[src/rtl/xc_aessub_seq.sv]
// xc_aessub_seq: sequences one 128-bit AES state through a 32-bit SubBytes
// responder, one column at a time. Each column is issued with a valid/ready
// handshake and followed by a one-cycle flush that re-arms the responder.
// A column that gets no sub_ready within 2^WAIT_W-1 issue cycles aborts the
// whole request with rsp_err set.
// Optional build macro XC_AESSUB_SEQ_FLUSH_RAND_EN: flush data comes from a
// free-running LFSR, and the state/result registers are wiped on leaving DONE.
module xc_aessub_seq #(
    parameter int WAIT_W = 4
) (
    input  logic         clock,
    input  logic         reset,
    input  logic         req_valid,
    output logic         req_ready,
    input  logic [127:0] req_state,
    input  logic         req_enc,
    input  logic         req_rot,
    output logic         sub_valid,
    output logic [31:0]  sub_rs1,
    output logic [31:0]  sub_rs2,
    output logic         sub_enc,
    output logic         sub_rot,
    output logic         sub_flush,
    output logic [31:0]  sub_flush_data,
    input  logic         sub_ready,
    input  logic [31:0]  sub_result,
    output logic         rsp_valid,
    output logic [127:0] rsp_state,
    output logic         rsp_err,
    input  logic         rsp_ready
);

    typedef enum logic [1:0] {
        S_IDLE  = 2'd0,
        S_ISSUE = 2'd1,
        S_FLUSH = 2'd2,
        S_DONE  = 2'd3
    } seq_state_t;

    seq_state_t          fsm;
    logic [1:0]          col;
    logic [WAIT_W-1:0]   wait_cnt;
    logic [WAIT_W-1:0]   wait_nxt;
    logic [127:0]        state_q;
    logic [127:0]        result_q;
    logic [6:0]          col_base;

    assign col_base  = {col, 5'd0};
    assign wait_nxt  = wait_cnt + 1'b1;

    // Both operands carry the same column so all four bytes get substituted.
    assign sub_rs1   = state_q[col_base +: 32];
    assign sub_rs2   = state_q[col_base +: 32];
    assign rsp_state = result_q;

    // Request sequencing FSM; all handshake outputs are registered here.
    always_ff @(posedge clock or posedge reset) begin
        if (reset) begin
            fsm       <= S_IDLE;
            col       <= 2'd0;
            wait_cnt  <= '0;
            state_q   <= '0;
            result_q  <= '0;
            sub_enc   <= 1'b0;
            sub_rot   <= 1'b0;
            sub_valid <= 1'b0;
            sub_flush <= 1'b0;
            rsp_valid <= 1'b0;
            rsp_err   <= 1'b0;
            req_ready <= 1'b1;
        end else begin
            case (fsm)
                S_IDLE: begin
                    if (req_valid && req_ready) begin
                        state_q   <= req_state;
                        // Cleared so columns skipped by an abort read as 0.
                        result_q  <= '0;
                        sub_enc   <= req_enc;
                        sub_rot   <= req_rot;
                        col       <= 2'd0;
                        wait_cnt  <= '0;
                        req_ready <= 1'b0;
                        sub_valid <= 1'b1;
                        fsm       <= S_ISSUE;
                    end
                end
                S_ISSUE: begin
                    if (sub_ready) begin
                        result_q[col_base +: 32] <= sub_result;
                        sub_valid <= 1'b0;
                        sub_flush <= 1'b1;
                        fsm       <= S_FLUSH;
                    end else begin
                        wait_cnt <= wait_nxt;
                        if (wait_nxt == {WAIT_W{1'b1}}) begin
                            // Give up on the remaining columns; the flush still
                            // happens so the responder is left re-armed.
                            rsp_err   <= 1'b1;
                            col       <= 2'd3;
                            sub_valid <= 1'b0;
                            sub_flush <= 1'b1;
                            fsm       <= S_FLUSH;
                        end
                    end
                end
                S_FLUSH: begin
                    sub_flush <= 1'b0;
                    wait_cnt  <= '0;
                    if (col == 2'd3) begin
                        rsp_valid <= 1'b1;
                        fsm       <= S_DONE;
                    end else begin
                        col       <= col + 2'd1;
                        sub_valid <= 1'b1;
                        fsm       <= S_ISSUE;
                    end
                end
                S_DONE: begin
                    if (rsp_ready) begin
                        rsp_valid <= 1'b0;
                        rsp_err   <= 1'b0;
                        req_ready <= 1'b1;
`ifdef XC_AESSUB_SEQ_FLUSH_RAND_EN
                        state_q   <= '0;
                        result_q  <= '0;
`endif
                        fsm       <= S_IDLE;
                    end
                end
                default: fsm <= S_IDLE;
            endcase
        end
    end

`ifdef XC_AESSUB_SEQ_FLUSH_RAND_EN
    logic [31:0] lfsr;

    // Galois LFSR, taps 32,22,2,1; scrubs stale responder bytes on flush.
    always_ff @(posedge clock or posedge reset) begin
        if (reset) begin
            lfsr <= 32'hACE1_2468;
        end else begin
            lfsr <= (lfsr >> 1) ^ (lfsr[0] ? 32'h8020_0003 : 32'h0);
        end
    end

    assign sub_flush_data = lfsr;
`else
    assign sub_flush_data = 32'h0;
`endif

endmodule

[config.mk]
export PLATFORM = sky130hd
export DESIGN_NAME = xc_aessub_seq
export DESIGN_NICKNAME = d
export VERILOG_FILES = /design/src/rtl/xc_aessub_seq.sv
export SDC_FILE = /design/constraint.sdc
export NUM_CORES = 1
export LEC_CHECK = 0
export CORE_MARGIN = 2
export CORE_UTILIZATION = 46
export DETAILED_ROUTE_END_ITERATION = 10
export PLACE_DENSITY = 0.8
export SETUP_SLACK_MARGIN = 0.15
export SLEW_MARGIN = 10
export SYNTH_ARGS = -nofsm -noshare
export SYNTH_HDL_FRONTEND = slang
export SYNTH_SLANG_ARGS = --single-unit
[constraint.sdc]
create_clock -name clock -period 20.5 [get_ports clock]
set_input_delay 6.15 -clock clock [delete_from_list [all_inputs] [get_ports clock]]
set_output_delay 6.15 -clock clock [all_outputs]
set_load 0.02 [all_outputs]
==> results.md <==
* ANT nets after route at 0
* Status: complete, no violations
* Crit path max fanout at 35
* Place WS at roughly 12 ns
* Post-synth EDFFs at 0
* Maximum clock insertion buffer count at 3
* Largest cells by area after synthesis: dfrtp_1 55%, mux2_2 12%, nand2_1 6.5%, mux4_2 5.9%, buf_4 4.2%
* Pins Over Slew Limit at 0
* WL/cell at around 19 µm
* DIE AREA at between 0.02 and 0.03 mm²
* CP max stage cell: mux4_2
* HP Class: register to register
* DRC viols at 0
* Via count at a little under 9,000
* Worst R2R End: state_q[3]
* CORE AREA at about 0.026 mm²
* # Post-CTS Setup Buffers at 0
* Synth async-reset ratio at 1.00
* Remaining Overflow, GRT at 0
* Final Critical Period at 8.97 ns
* RSZ-0062 raised after global routing: no
* DP HPWL at 22,000 µm
* Req. time, crit path at roughly 14 ns
* Gr usage total at 0.222
* Non-filler instance count after layout at 1,654
* Vias per std cell at between 5 and 6
* Slew margin rel. at 0.290
* CP Launch Type: register
* Lkg Pwr at 6.87 nW
* Synth Flop Type: dfrtp_1
* Maximum VDD drop at roughly 0.00012 V
* Rows at roughly 60
* CP Capture Type: output port
* YS warnings at 0
* Hold-fix buffers at CTS at 0
* CTS Root Cell: clkbuf_16
* Nets at ~1,500
* CTS Buf Count at 30
* Reg2reg start: fsm[1]
* Netlist cell types at 50
* CTS tree: done
* Synth top area share at 0.552
* Post-synthesis sequential area ratio at 0.554
* Fmax at 111 MHz
* Initial antenna violation count at 2
* CP cell instances: buf_4 > mux4_2 > clkdlybuf4s50_1
* CP top delay family: buffers and inverters
* Die Width at roughly 170 µm
* Hold slack at approximately 0.48 ns
* Initial Util at 0.470
* DRT Wirelength at 31,700 µm
* Port-buffer cells at ~370
* Final worst setup slack at ~12 ns
* Worst EP arrival at 2.82 ns
* Crit path kind: register to output port
* Slowest stage delay, CP at 0.65 ns
* Setup Skew at about 0.0094 ns
* Skew-Pair Late Insertion Delay at ~0.55 ns
* Layout cells sized above 1 at 0.212
* DRT Pass-1 Iters at 5
* Area leader, netlist: dfrtp_1
* R2R depth at 5
* Syn Area/Cell at 12.5 µm²
* Post-Syn Instances at 980
* Worst setup path start: col[0]
* Filler cell count at 1,988
* WP depth at 3
* Routability cong. at between 0.7 and 0.8
* TNS Setup at 0 ns
* CP Capture Point: sub_rs1[1]
* Mapped cell area at 0.0122 mm²
* CTS resizes at 0
* Vias in the first global route at approximately 9,000
* DIE HEIGHT at 167 µm
* Worst-path clk slew at 0.06 ns
* # setup viols final at 0
* Yosys reg bits at 271
* Hold Vio Cnt, Final at 0
* Slew at the pin with the worst max-slew slack at between 1 and 1.5 ns
* Largest net degree at the start of global routing at 86
* Final worst-path cycle share at 0.438
* R2r setup slk at between 15 and 20 ns
* # IOs at slightly below 400
* First-pass GRT wire length at 49,600 µm
* Clock tree sinks at ~270
* Placed insts at roughly 1,600
* Worst Path Buf+Inv at 2
* Layout area overhead at 36.4%
* H-tree depth at 1
* PwrDens at 149 mW/mm²
* Number of DRC markers in iteration 0 at about 870
* Max cap viols at 0
==> report_power, final <==
part | switching, W | leakage [nW] | internal, W
clock network | 0.000212 | 0.509 | 0.000337
registers | 0.0000982 | 3.47 | 0.000713
logic | 0.000568 | 2.89 | 0.000556
==> layer usage <==
layer	track usage	share of wire	vias up
met5	0	0.00041	-
met4	0.0716	0.035	2
met3	0.0560	0.083	62
met2	0.383	0.50	429
met1	0.276	0.38	4305
li1	-	-	3936
==> cells in the mapped netlist (2+ instances only) <==
library cell  instances
nor2_1                3
o21ai_0              53
a22o_1                6
nor3_4                2
dfrtp_1             270
a21oi_1               2
buf_2                34
clkbuf_1              7
buf_6                15
nor2b_1               2
o31ai_1               2
inv_2                 2
mux4_2               32
o2bb2ai_4             3
o31ai_2               2
mux2i_1               5
ha_1                 12
inv_1                11
buf_4                68
mux2_2              130
o21ai_1              49
nand2b_1              2
a22o_2               30
a211o_1               2
nand2_1             211
==> cells by family after synthesis <==
family / synth area share
mux: 0.183
flops: 0.554
other cells: 0.000306
compound gates: 0.0955
simple gates: 0.0796
fa+ha+maj: 0.0123
buf+inv: 0.0755
==> worst reg2reg max path, cell delays in order (launching register included) <==
cell     delay [ns]
dfrtp_1        0.40
inv_1          0.14
ha_1           0.27
and3_4         0.69
buf_4          0.98
mux2_2         0.48
==> per-stage QoR <==
step                 util  power (W)  cell area, µm²
global placement    0.601    0.00191           15700
detailed placement  0.601    0.00194           15700
floorplan               -    0.00159           12400
finish              0.641    0.00248           16700
CTS                 0.641    0.00250           16700
global route        0.641    0.00260           16700
==> cell type report <==
| type | instances | area [µm²] | share of cell area |
|---|---|---|---|
| inverter | 13 | 56.3 | 0.00337 |
| clock buffer | 44 | 893 | 0.0535 |
| timing repair buffer | 378 | 3750 | 0.225 |
| clock inverter | 9 | 135 | 0.00809 |
| sequential | 271 | 6780 | 0.406 |
| tap | 335 | 419 | 0.0251 |
| multi-input combinational | 603 | 4650 | 0.279 |
| antenna | 1 | 2.50 | 0.000150 |
==> cell usage in the layout (no fill, tap or decap), types with 12 or more instances in the layout <==
cell	n
buf_4	13
mux4_2	32
conb_1	32
mux2_2	130
clkdlybuf4s50_1	365
a22o_2	30
ha_1	12
o21ai_1	49
nand2_1	211
o21ai_0	53
dfrtp_1	269
clkbuf_16	30
==> worst min path at each step <==
stage / end / slack [ns] / start / cells past startpoint
final: rsp_state[84] / 0.48 / rsp_state[84] / 2
after global routing: rsp_state[41] / 0.50 / rsp_state[41] / 2
after CTS: rsp_state[93] / 0.48 / rsp_state[93] / 2
after detailed placement: rsp_state[93] / 0.47 / rsp_state[93] / 2
after global placement: rsp_state[83] / 0.46 / rsp_state[83] / 2
after floorplan: state_q[64] / 0.48 / state_q[64] / 1
==> flip-flops by register name, indices dropped and copies added (netlist names) <==
name       cells
state_q      128
sub_enc        1
col            2
sub_valid      1
sub_rot        1
fsm            2
rsp_err        1
wait_cnt       4
req_ready      1
rsp_valid      1
rsp_state    128
sub_flush      1
Note: power is estimated with default switching activity, not from simulation.
